==> src/rtl/imem_if.sv <==
// Control, byte-stream and instruction-memory signals of the loader.
// master drives requests and bytes; slave is the loader itself.
interface imem_if;
    logic        start;
    logic [5:0]  start_addr;
    logic [6:0]  word_count;
    logic        abort;
    logic        in_valid;
    logic [7:0]  in_data;
    logic        in_ready;
    logic        mem_we;
    logic [7:0]  mem_addr;
    logic [31:0] mem_wdata;
    logic        busy;
    logic        done;
    logic        err;

    modport master (
        output start, start_addr, word_count, abort,
        output in_valid, in_data,
        input  in_ready, mem_we, mem_addr, mem_wdata,
        input  busy, done, err
    );

    modport slave (
        input  start, start_addr, word_count, abort,
        input  in_valid, in_data,
        output in_ready, mem_we, mem_addr, mem_wdata,
        output busy, done, err
    );
endinterface

==> src/rtl/imem_loader.sv <==
// Byte-stream to instruction-memory loader: assembles little-endian
// 32-bit words and writes them to consecutive word slots.
module imem_loader #(
    parameter int WORDS  = 64,
    parameter int ADDR_W = 8
) (
    input  logic   clk,
    input  logic   rst,
    imem_if.slave  bus
);
    localparam int IDX_W = $clog2(WORDS);
    localparam int CNT_W = IDX_W + 1;

    localparam logic [1:0] S_IDLE  = 2'd0;
    localparam logic [1:0] S_RECV  = 2'd1;
    localparam logic [1:0] S_WRITE = 2'd2;
    localparam logic [1:0] S_DONE  = 2'd3;

    logic [1:0]        state_q, state_d;
    logic [IDX_W-1:0]  word_idx_q, word_idx_d;
    logic [CNT_W-1:0]  remaining_q, remaining_d;
    logic [1:0]        byte_cnt_q, byte_cnt_d;
    logic [31:0]       word_q, word_d;
    logic [ADDR_W-1:0] mem_addr_q, mem_addr_d;
    logic [31:0]       mem_wdata_q, mem_wdata_d;
    logic              mem_we_q, mem_we_d;
    logic              in_ready_q, in_ready_d;
    logic              busy_q, busy_d;
    logic              done_q, done_d;
    logic              err_q, err_d;
    logic              count_ok;

    assign count_ok = (bus.word_count != '0) &&
                      (int'(bus.word_count) <= WORDS);

    always_comb begin
        state_d     = state_q;
        word_idx_d  = word_idx_q;
        remaining_d = remaining_q;
        byte_cnt_d  = byte_cnt_q;
        word_d      = word_q;
        mem_addr_d  = mem_addr_q;
        mem_wdata_d = mem_wdata_q;
        err_d       = err_q;
        unique case (state_q)
            S_IDLE: begin
                if (bus.start && count_ok) begin
                    word_idx_d  = bus.start_addr;
                    remaining_d = bus.word_count;
                    byte_cnt_d  = '0;
                    err_d       = 1'b0;
                    state_d     = S_RECV;
                end else if (bus.start) begin
                    err_d = 1'b1;
                end
            end
            S_RECV: begin
                if (bus.abort) begin
                    err_d      = 1'b1;
                    byte_cnt_d = '0;
                    state_d    = S_IDLE;
                end else if (bus.in_valid && in_ready_q) begin
                    word_d[{byte_cnt_q, 3'b000} +: 8] = bus.in_data;
                    byte_cnt_d = byte_cnt_q + 2'd1;
                    if (byte_cnt_q == 2'd3) begin
                        // Memory-side outputs change only when a write issues.
                        mem_addr_d  = ADDR_W'({word_idx_q, 2'b00});
                        mem_wdata_d = {bus.in_data, word_q[23:0]};
                        state_d     = S_WRITE;
                    end
                end
            end
            S_WRITE: begin
                if (bus.abort) begin
                    err_d      = 1'b1;
                    byte_cnt_d = '0;
                    state_d    = S_IDLE;
                end else begin
                    word_idx_d  = word_idx_q + IDX_W'(1);
                    remaining_d = remaining_q - CNT_W'(1);
                    state_d     = (remaining_q == CNT_W'(1)) ? S_DONE : S_RECV;
                end
            end
            S_DONE: state_d = S_IDLE;
            default: state_d = S_IDLE;
        endcase

        // Decoding the next state keeps every output registered.
        mem_we_d   = (state_d == S_WRITE);
        in_ready_d = (state_d == S_RECV);
        busy_d     = (state_d == S_RECV) || (state_d == S_WRITE);
        done_d     = (state_d == S_DONE);
    end

    always_ff @(posedge clk or posedge rst) begin
        if (rst) begin
            state_q     <= S_IDLE;
            word_idx_q  <= '0;
            remaining_q <= '0;
            byte_cnt_q  <= '0;
            word_q      <= '0;
            mem_addr_q  <= '0;
            mem_wdata_q <= '0;
            mem_we_q    <= 1'b0;
            in_ready_q  <= 1'b0;
            busy_q      <= 1'b0;
            done_q      <= 1'b0;
            err_q       <= 1'b0;
        end else begin
            state_q     <= state_d;
            word_idx_q  <= word_idx_d;
            remaining_q <= remaining_d;
            byte_cnt_q  <= byte_cnt_d;
            word_q      <= word_d;
            mem_addr_q  <= mem_addr_d;
            mem_wdata_q <= mem_wdata_d;
            mem_we_q    <= mem_we_d;
            in_ready_q  <= in_ready_d;
            busy_q      <= busy_d;
            done_q      <= done_d;
            err_q       <= err_d;
        end
    end

    assign bus.in_ready  = in_ready_q;
    assign bus.mem_we    = mem_we_q;
    assign bus.mem_addr  = mem_addr_q;
    assign bus.mem_wdata = mem_wdata_q;
    assign bus.busy      = busy_q;
    assign bus.done      = done_q;
    assign bus.err       = err_q;
endmodule

==> src/flat_wrapper.sv <==
// flat-port wrapper written by rule: the top's interface ports become plain ports
module imem_loader_flat 
#(
    parameter int WORDS  = 64,
    parameter int ADDR_W = 8
)
  (clk, rst, bus_start, bus_start_addr, bus_word_count, bus_abort, bus_in_valid, bus_in_data, bus_in_ready, bus_mem_we, bus_mem_addr, bus_mem_wdata, bus_busy, bus_done, bus_err);
  imem_if bus_i ();
  input  logic clk;
  input  logic rst;
  input wire logic [$bits(bus_i.start)-1:0] bus_start;
  input wire logic [$bits(bus_i.start_addr)-1:0] bus_start_addr;
  input wire logic [$bits(bus_i.word_count)-1:0] bus_word_count;
  input wire logic [$bits(bus_i.abort)-1:0] bus_abort;
  input wire logic [$bits(bus_i.in_valid)-1:0] bus_in_valid;
  input wire logic [$bits(bus_i.in_data)-1:0] bus_in_data;
  output wire logic [$bits(bus_i.in_ready)-1:0] bus_in_ready;
  output wire logic [$bits(bus_i.mem_we)-1:0] bus_mem_we;
  output wire logic [$bits(bus_i.mem_addr)-1:0] bus_mem_addr;
  output wire logic [$bits(bus_i.mem_wdata)-1:0] bus_mem_wdata;
  output wire logic [$bits(bus_i.busy)-1:0] bus_busy;
  output wire logic [$bits(bus_i.done)-1:0] bus_done;
  output wire logic [$bits(bus_i.err)-1:0] bus_err;
  assign bus_i.start = bus_start;
  assign bus_i.start_addr = bus_start_addr;
  assign bus_i.word_count = bus_word_count;
  assign bus_i.abort = bus_abort;
  assign bus_i.in_valid = bus_in_valid;
  assign bus_i.in_data = bus_in_data;
  assign bus_in_ready = bus_i.in_ready;
  assign bus_mem_we = bus_i.mem_we;
  assign bus_mem_addr = bus_i.mem_addr;
  assign bus_mem_wdata = bus_i.mem_wdata;
  assign bus_busy = bus_i.busy;
  assign bus_done = bus_i.done;
  assign bus_err = bus_i.err;
  imem_loader #(.WORDS(WORDS), .ADDR_W(ADDR_W)) u_core (.clk(clk), .rst(rst), .bus(bus_i));
endmodule
==> config.mk <==
export PLATFORM = sky130hd
export DESIGN_NAME = imem_loader_flat
export DESIGN_NICKNAME = d
export VERILOG_FILES = /design/src/rtl/imem_if.sv /design/src/rtl/imem_loader.sv /design/src/flat_wrapper.sv
export SDC_FILE = /design/constraint.sdc
export NUM_CORES = 1
export LEC_CHECK = 0
export ABC_AREA = 1
export BUFFER_PORTS_ARGS = -buffer_cell sky130_fd_sc_hd__buf_2
export CORE_MARGIN = 2
export CORE_UTILIZATION = 40
export DETAILED_ROUTE_END_ITERATION = 8
export GPL_ROUTABILITY_DRIVEN = 1
export GPL_TIMING_DRIVEN = 0
export PLACE_DENSITY = 0.63
export SETUP_SLACK_MARGIN = 0.3
export SYNTH_ARGS = -nofsm -noshare
export SYNTH_HDL_FRONTEND = slang
export SYNTH_SLANG_ARGS = --single-unit
==> constraint.sdc <==
create_clock -name clk -period 2.21 [get_ports clk]
set_input_delay 0.1105 -clock clk [delete_from_list [all_inputs] [get_ports clk]]
set_output_delay 0.1105 -clock clk [all_outputs]
set_load 0.1 [all_outputs]
==> results of run 1 <==
worst paths after layout:
check | startpoint | end | slack, ns | depth (start not counted)
worst max-delay path | u_core.byte_cnt_q[0] | u_core.word_q[5] | 0.44 | 6
worst min-delay path | bus_in_data[7] | u_core.word_q[7] | 0.03 | 3
worst max register to register | u_core.byte_cnt_q[0] | u_core.word_q[5] | 0.44 | 6
worst min register to register | u_core.bus.mem_addr[7] | u_core.bus.mem_addr[7] | 0.48 | 2
max in group asynchronous | rst | u_core.bus.mem_wdata[16] | 1.12 | 5
min in group asynchronous | rst | u_core.bus.busy | 0.34 | 3
kinds of logic after synthesis:
family / synth area share (%)
AOI/OAI and AO/OA: 9.30
xor gates and xnor gates: 0.651
adders and majority gates: 4.96
buffers and inverters: 8.83
DFF: 52.1
muxes: 2.23
other: 0.0929
and+or+nand+nor: 21.9
layer usage:
metal  wire length (um)  global-route usage, %  up-vias
met5                  0                      0        -
met4                 41                   3.86        0
met3                366                   4.14        4
met2               4160                   27.2       70
met1               4170                   22.2     1503
li1                   -                      -     1630
cells in the mapped netlist:
cell | number | share of area (%)
nor2_2 | 1 | 0.16
nand2_1 | 106 | 9.9
nand3_2 | 1 | 0.25
nand2_4 | 1 | 0.28
xor2_1 | 2 | 0.43
nor3_1 | 1 | 0.12
buf_2 | 4 | 0.50
buf_4 | 6 | 1.1
nand2_2 | 3 | 0.46
ha_1 | 16 | 5.0
conb_1 | 1 | 0.093
o21ai_2 | 1 | 0.22
nand3_4 | 1 | 0.43
a21oi_1 | 3 | 0.37
a211oi_2 | 1 | 0.31
nand3_1 | 48 | 5.9
inv_4 | 1 | 0.16
buf_6 | 2 | 0.56
inv_2 | 4 | 0.37
clkbuf_1 | 5 | 0.46
inv_1 | 61 | 5.7
dfrtp_1 | 84 | 52
o22ai_1 | 1 | 0.16
nor3_2 | 1 | 0.25
nand4_1 | 8 | 1.2
nor2_4 | 4 | 1.1
o211ai_1 | 1 | 0.19
nor2_1 | 19 | 1.8
o21ai_0 | 65 | 8.1
mux2_4 | 6 | 2.2
xnor2_1 | 1 | 0.22
sequential cells by signal, indices dropped and copies added (netlist names):
signal / cells
u_core.state_q: 2
u_core.bus.in_ready: 1
u_core.bus.err: 1
u_core.bus.done: 1
u_core.remaining_q: 7
u_core.byte_cnt_q: 2
u_core.bus.busy: 1
u_core.word_q: 24
u_core.bus.mem_wdata: 32
u_core.bus.mem_we: 1
u_core.word_idx_q: 6
u_core.bus.mem_addr: 6
layout make-up:
class / count / area share [%]
sequential: 84 / 43.4
buffer: 17 / 2.20
tap: 133 / 3.43
inverter: 66 / 5.24
multi-input combinational: 293 / 32.9
timing repair buffer: 73 / 8.37
clock buffer: 11 / 2.92
clock inverter: 4 / 1.52
critical path, stage by stage, from the launching register on:
cell and delay, ns:
dfrtp_1 0.51, inv_1 0.16, ha_1 0.28, inv_1 0.19, nor3_4 0.31, nand3_1 0.14, o21ai_0 0.10
power by group through the flow:
| stage | logic (mW) | clock network, mW | registers [mW] |
|---|---|---|---|
| floorplan | 1.16 | 0 | 3.04 |
| global placement | 2.40 | 0 | 2.25 |
| detailed placement | 2.45 | 0 | 2.26 |
| CTS | 2.46 | 1.22 | 2.24 |
| global route | 2.77 | 1.30 | 2.29 |
| finish | 2.51 | 1.20 | 2.23 |
cell usage in the layout, fill, tap and decap left out, types with 2 or more instances in the layout:
master,instances
inv_1,59
buf_4,8
mux2_4,6
nor2_1,18
nand4_1,8
conb_1,2
clkbuf_1,6
nor2_4,4
ha_1,15
clkbuf_8,10
buf_6,2
dfrtp_1,83
xor2_1,2
a21oi_1,3
bufinv_16,2
nor2_2,2
nand2_1,106
inv_2,5
buf_2,72
o21ai_0,65
nand2_2,3
nand3_1,48
buf_12,2
repair_timing:
action,in CTS,in global routing
resized for setup,0,4
setup buffers,0,2
hold buffers,1,0
endpoints found under the hold margin,21,0
setup endpoints to repair,0,15
metrics by stage:
stage	std cells	hold WS (ns)	power, mW	area [um^2]
3_3_place_gp	661	0.380	4.65	4550
3_5_place_dp	663	0.183	4.72	4590
4_1_cts	679	0.0188	5.92	4820
5_1_grt	681	0.0408	6.37	4840
2_1_floorplan	460	0.257	4.20	4050
6_report	681	0.0336	5.94	4840
==> flow_summary_export.csv, run 1 <==
group,metric,value,unit
timing,maxSlewHeadroom,65.4,%
place,portBuffers,68,
route,via_per_inst,4.71,
synthesis,synth_area_per_cell,8.80,um^2
final_layout,fillers,940,
clock_network,ctsHtreeMaxLevel,3,
timing,drv_slew,0,
floorplan,die_x,104,um
floorplan,coreArea,9770,um^2
clock_network,cts_root_buf,"clkbuf_8",
grt,antenna_found_initial,0,
power,power.switching,2.69,mW
synthesis,synth.ff_latch_count,84,
clock_network,clk_latency,0.35,ns
place,gp_congestion,0.814,
power,power_density,1230,nW/um^2
clock_network,clk_transition_reported_paths,0.08,ns
floorplan,fp.dieH,104,um
synthesis,postSynthCellCount,459,
floorplan,start_util,41.3,%
route,wl,8.74,mm
route,wl_per_cell,12.8,um
timing,finalHoldViolCount,0,
timing,rsz0062_at_grt,"true",
synthesis,ys_warn_count,0,
timing,clock.fmax,565,MHz
final_layout,multiInputGateArea,1590,um^2
final_layout,nNetsFinal,586,
critical_path,arrival,2.03,ns
place,pre_cts_ws,0.371,ns
timing,final.setup.tns,0,ns
grt,grt_pass1_vias,3048,
timing,fin_ws,0.440,ns
route,num_vias,3207,
timing,clock_skew,0.00855,ns
power,combinationalPowerShare,42.2,%
job,cap_violations,0,
power,p_seq_share,37.6,%
final_layout,antenna_cells,0,
final_layout,register_area,2100,um^2
grt,gr-total-overflow,0,
synthesis,synth_seq_area_share,52.1,%
timing,min_period,1.77,ns
clock_network,cts_buffers,9,
synthesis,syn_area,4040,um^2
critical_path,start_kind,"flip-flop",
power,peakVddDrop,0.590,mV
final_layout,drive_gt1_share,23.4,%
clock_network,cts.path.max_buffers,2,
power,swShare,45.3,%
route,first_pass_iters,4,
timing,setup_violations,0,
grt,grt_max_degree,36,
final_layout,syn2layout_area_growth,20.0,%
critical_path,crit_path_end_kind,"flip-flop",
critical_path,required,2.47,ns
clock_network,cts_tree,"done",
grt,grt_usage,16.6,%
power,p_clk_share,20.2,%
route,drc,0,
critical_path,critPathKind,"reg -> reg",
route,drt_iter0_drc,126,
critical_path,critPathMaxFanout,8,
floorplan,rows,36,
final_layout,post-route-util,49.6,%
place,dpl.hpwl,6.44,mm
status,status,"finished clean",
floorplan,ioPinCount,71,
power,intPower,3.25,mW
floorplan,dieArea,10900,um^2
timing,tightestPinTransition,0.518,ns
timing,finalCritPeriodShare,80.1,%
power,p_leak,2.60,nW
grt,grt_pass1_wl,14.6,mm
clock_network,cts_sinks,84,
min_path,hp-class,"in -> reg",
synthesis,ys_types,31,
route,antenna_left,0,
No activity file was read; power rests on OpenSTA's default activity.
==> inputs of run 2 (changes only) <==
==> constraint.sdc (replaced) <==
create_clock -name clk -period 1.4 [get_ports clk]
set_input_delay 0.07 -clock clk [delete_from_list [all_inputs] [get_ports clk]]
set_output_delay 0.07 -clock clk [all_outputs]
set_load 0.1 [all_outputs]
==> flow_summary_export.csv, run 2 (synthesized netlist as in run 1, its figures left out) <==
group,metric,value,unit
final_layout,fillers,747,
place,dpl.hpwl,6.58,mm
min_path,hold_path_depth,3,
floorplan,fp.dieH,104,um
timing,fin_ws,-0.245,ns
final_layout,drive_gt1_share,45.7,%
final_layout,largest_register_ffs,32,
grt,antenna_found_initial,0,
route,num_vias,3605,
final_layout,layout_common_cells,"80 x dfrtp_1, 78 x nand2_1, 51 x buf_6",
place,portBuffers,68,
final_layout,nNetsFinal,636,
route,wl,11.0,mm
floorplan,dieArea,10900,um^2
floorplan,rows,36,
place,dp_cells,663,
timing,min_period,1.64,ns
critical_path,crit_path_end_kind,"flip-flop",
route,via_per_inst,4.93,
critical_path,critPathMaxFanout,5,
final_layout,final_cell_area,6320,um^2
floorplan,ioPinCount,71,
timing,rsz0062_at_grt,"true",
status,violations,"negative setup slack",
critical_path,critPathKind,"reg -> reg",
timing,clock_skew,0.0201,ns
clock_network,cts_tree,"done",
critical_path,required,1.67,ns
critical_path,start_kind,"flip-flop",
power,power_density,1830,nW/um^2
final_layout,antenna_cells,0,
clock_network,cts.path.max_buffers,2,
grt,grt_max_degree,36,
route,drt_iter0_drc,152,
route,first_pass_iters,4,
clock_network,clk_transition_reported_paths,0.09,ns
power,peakVddDrop,1.21,mV
clock_network,cts_buffers,9,
critical_path,r2r_slack,-0.24,ns
timing,tightestPinTransition,0.642,ns
critical_path,rr_worst_depth,10,
route,antenna_left,0,
power,power,11.6,mW
route,drc,0,
final_layout,layout_commonest_cell,"dfrtp_1",
critical_path,arrival,1.92,ns
place,gp_congestion,0.814,
timing,finalHoldViolCount,0,
route,wl_per_cell,15.0,um
floorplan,start_util,41.3,%
grt,grt_usage,18.8,%
final_layout,syn2layout_area_growth,56.6,%
timing,finalCritPeriodShare,117,%
timing,maxSlewHeadroom,57.1,%
place,placed_area,4680,um^2
floorplan,die_x,104,um
job,cap_violations,0,
floorplan,coreArea,9770,um^2
power,p_leak,3.07,nW
clock_network,clk_latency,0.38,ns
grt,grt_pass1_wl,16.6,mm
grt,gr-total-overflow,0,
timing,clock.fmax,608,MHz
final_layout,layout.cells.non_filler,731,
status,status,"complete, but fails checks",
min_path,hp-class,"in -> reg",
timing,drv_slew,0,
clock_network,cts_sinks,84,
timing,setup_violations,84,
clock_network,cts_root_buf,"clkbuf_8",
clock_network,ctsHtreeMaxLevel,3,
grt,grt_pass1_vias,3489,
==> run 2: cell types whose count changed in the layout (fill, tap and decap cells not counted), sizes merged <==
cell and delta:
buf +44, clkinvlp +2, clkbuf -2, bufinv +2, clkinv -2, dlygate4sd3 +6
==> run 2: per-layer routing <==
| layer | share of wire [%] | global-route usage [%] |
|---|---|---|
| met1 | 41 | 24.0 |
| met2 | 53 | 31.2 |
| met3 | 4.2 | 3.32 |
| met4 | 1.7 | 8.59 |
| met5 | 0 | 0 |
==> run 2: repair_timing <==
item                                    4_1_cts  5_1_grt
hold buffers                                  7        0
endpoints found under the setup margin      127      102
buffers inserted                             31        9
gates resized for setup                     172      132
cloned                                        3        3
endpoints found under the hold margin        31        0
pin swaps                                    20       10
==> run 2: worst paths after layout <==
path,start,to
worst max-delay path,u_core.state_q[0],u_core.bus.busy
min in group asynchronous,rst,u_core.bus.mem_wdata[0]
worst max register to register,u_core.state_q[0],u_core.bus.busy
max in group asynchronous,rst,u_core.bus.mem_wdata[19]
worst min-delay path,bus_in_data[0],u_core.word_q[0]
worst min register to register,u_core.bus.mem_wdata[20],u_core.bus.mem_wdata[20]
==> run 2: final cells by class <==
cell class / instances / area, um^2 / share of cell area [%]
sequential: 84 / 2110 / 33.4
multi-input combinational: 293 / 2090 / 33.1
timing repair buffer: 123 / 1220 / 19.3
inverter: 66 / 275 / 4.35
buffer: 17 / 198 / 3.13
tap: 133 / 166 / 2.63
clock inverter: 6 / 136 / 2.16
clock buffer: 9 / 124 / 1.96
==> run 2: critical path: stages, from the launching register on <==
cell and delay (ns):
dfrtp_1 0.41, buf_6 0.13, ha_4 0.15, nand2_4 0.07, inv_6 0.04, nand3_4 0.10, o211ai_1 0.12, nand2_1 0.14
nand2_4 0.09, ha_4 0.27, inv_2 0.02
==> run 2: report_power, final <==
part | leakage [nW] | internal, mW | total, mW | switching (mW)
combinational | 1.89 | 1.94 | 5.62 | 3.67
sequential | 1.06 | 3.12 | 3.65 | 0.523
clock | 0.126 | 1.36 | 2.30 | 0.935
==> run 2: stage by stage <==
| step | utilization [%] | setup slack, ns | TNS, ns | hold slack [ns] |
|---|---|---|---|---|
| floorplan | - | -0.139 | -0.908 | 0.217 |
| global placement | 47.4 | -0.411 | -30.10 | 0.346 |
| detailed placement | 47.8 | -0.355 | -14.23 | 0.181 |
| CTS | 58.8 | -0.219 | -7.55 | 0.00175 |
| global route | 64.7 | -0.312 | -17.35 | 0.0314 |
| finish | 64.7 | -0.245 | -11.76 | 0.0243 |
==> inputs of run 3 (changes only) <==
--- a/config.mk
+++ b/config.mk
@@ -8,11 +8,11 @@
 export ABC_AREA = 1
 export BUFFER_PORTS_ARGS = -buffer_cell sky130_fd_sc_hd__buf_2
 export CORE_MARGIN = 2
-export CORE_UTILIZATION = 40
+export CORE_UTILIZATION = 50
 export DETAILED_ROUTE_END_ITERATION = 8
 export GPL_ROUTABILITY_DRIVEN = 1
 export GPL_TIMING_DRIVEN = 0
-export PLACE_DENSITY = 0.63
+export PLACE_DENSITY = 0.75
 export SETUP_SLACK_MARGIN = 0.3
 export SYNTH_ARGS = -nofsm -noshare
 export SYNTH_HDL_FRONTEND = slang
==> flow_summary_export.csv, run 3 (synthesized netlist as in run 1, its figures left out) <==
group,metric,value,unit
status,status,"complete, but fails checks",
status,violations,"negative setup slack",
place,placed_area,4640,um^2
power,swShare,47.5,%
floorplan,dieArea,8810,um^2
clock_network,clk_latency,0.36,ns
final_layout,nNetsFinal,646,
floorplan,die_x,93.9,um
critical_path,start_kind,"flip-flop",
power,p_leak,3.14,nW
final_layout,syn2layout_area_growth,59.1,%
critical_path,critPathKind,"reg -> reg",
route,drc,0,
final_layout,final_cell_area,6420,um^2
final_layout,antenna_cells,0,
floorplan,coreArea,7770,um^2
final_layout,layout_common_cells,"76 x dfrtp_1, 64 x nand2_1, 50 x inv_1, 50 x buf_6, 42 x buf_4",
timing,setup_violations,84,
clock_network,cts_root_buf,"clkbuf_8",
power,intPower,6.19,mW
timing,final.setup.tns,-17.29,ns
route,wl_per_cell,20.4,um
clock_network,cts_tree,"done",
grt,grt_usage,25.1,%
timing,clock.fmax,561,MHz
power,combinationalPowerShare,53.8,%
final_layout,largest_register_ffs,32,
floorplan,fp.dieH,93.9,um
timing,rsz0062_at_grt,"true",
floorplan,ioPinCount,71,
route,num_vias,4043,
final_layout,layout_commonest_cell,"dfrtp_1",
timing,min_period,1.78,ns
grt,grt_pass1_wl,17.1,mm
place,gp_congestion,0.798,
power,power_density,1840,nW/um^2
clock_network,cts_sinks,84,
timing,fin_ws,-0.383,ns
grt,antenna_found_initial,0,
grt,grt_max_degree,37,
place,dpl.hpwl,6.31,mm
timing,timing.hold.ws,0.0316,ns
grt,grt_pass1_vias,3690,
final_layout,drive_gt1_share,50.5,%
timing,finalHoldViolCount,0,
power,power.switching,5.60,mW
power,p_clk_share,14.6,%
critical_path,arrival,2.01,ns
critical_path,crit_path_end_kind,"flip-flop",
grt,gr-total-overflow,0,
timing,finalCritPeriodShare,127,%
power,p_seq_share,31.6,%
clock_network,clk_transition_reported_paths,0.09,ns
floorplan,start_util,52.0,%
floorplan,rows,32,
power,peakVddDrop,1.46,mV
route,first_pass_iters,7,
timing,drv_slew,0,
timing,clock_skew,0.0134,ns
place,portBuffers,68,
critical_path,required,1.63,ns
critical_path,critPathMaxFanout,5,
route,wl,14.5,mm
final_layout,fillers,393,
route,via_per_inst,5.69,
job,cap_violations,0,
critical_path,r2r_slack,-0.38,ns
route,antenna_left,0,
min_path,hp-class,"in -> reg",
route,drt_iter0_drc,374,
clock_network,ctsHtreeMaxLevel,3,
clock_network,cts_buffers,9,
clock_network,cts.path.max_buffers,2,
run 3: cell count changes in the layout (fill, tap and decap cells not counted), moves of 3 or more:
cell	delta
dfrtp_2	+4
nand3_1	+3
o21ai_1	-8
buf_4	+8
nand2_1	-14
nand3_2	-3
nand2_4	+3
nand2_2	+11
dfrtp_1	-4
bufinv_16	-3
o21ai_2	+7
run 3: power by group through the flow:
stage / combinational (mW) / clock [mW] / sequential, mW
6_report: 6.34 / 1.72 / 3.73
4_1_cts: 4.95 / 1.66 / 3.58
3_5_place_dp: 4.02 / 0 / 3.61
3_3_place_gp: 3.92 / 0 / 3.58
5_1_grt: 6.67 / 1.82 / 3.77
2_1_floorplan: 1.99 / 0 / 4.84
run 3: layout make-up:
type	instances	area (um^2)	share of cell area [%]
multi-input combinational	293	2180	34.0
sequential	84	2110	32.9
timing repair buffer	133	1330	20.7
inverter	66	274	4.27
buffer	17	209	3.25
clock buffer	11	131	2.05
tap	102	128	1.99
clock inverter	4	51.3	0.799
run 3: through the flow:
step	worst slack, ns	util (%)	cells	power [mW]
after floorplan	-0.139	-	460	6.83
after global placement	-0.373	59.2	630	7.50
after detailed placement	-0.336	59.7	632	7.63
after CTS	-0.187	71.3	689	10.2
after global routing	-0.435	82.7	710	12.3
final	-0.383	82.7	710	11.8
run 3: routing by layer:
layer / global-route usage (%) / vias up / routed length [um]
met4: 12.1 / 0 / 826
met3: 4.41 / 73 / 978
met5: 0 / - / 0
li1: - / 1756 / -
met1: 31.0 / 1957 / 5180
met2: 42.7 / 257 / 7470
run 3: final timing paths:
| check | start | to | cells after the start |
|---|---|---|---|
| setup / recovery | u_core.state_q[0] | u_core.byte_cnt_q[1] | 10 |
| hold / removal | bus_in_data[2] | u_core.bus.mem_wdata[26] | 2 |
| setup reg to reg | u_core.state_q[0] | u_core.byte_cnt_q[1] | 10 |
| hold reg to reg | u_core.bus.mem_wdata[9] | u_core.bus.mem_wdata[9] | 2 |
| max in group asynchronous | rst | u_core.word_q[16] | 5 |
| min in group asynchronous | rst | u_core.bus.mem_wdata[1] | 4 |
run 3: timing repair:
action,4_1_cts,5_1_grt
hold endpoints to repair,19,0
hold buffers,6,0
gates cloned,5,5
buffers inserted,31,16
pin swaps,22,20
resized for setup,150,188
setup endpoints to repair,127,142
run 3: worst max-delay path, stage by stage (launching register included):
cell      delay (ns)
dfrtp_1         0.41
buf_6           0.13
ha_4            0.15
nand2_4         0.08
inv_6           0.05
buf_4           0.13
buf_4           0.13
a211oi_4        0.25
nand2_1         0.12
nand2_1         0.10
nand2_1         0.11
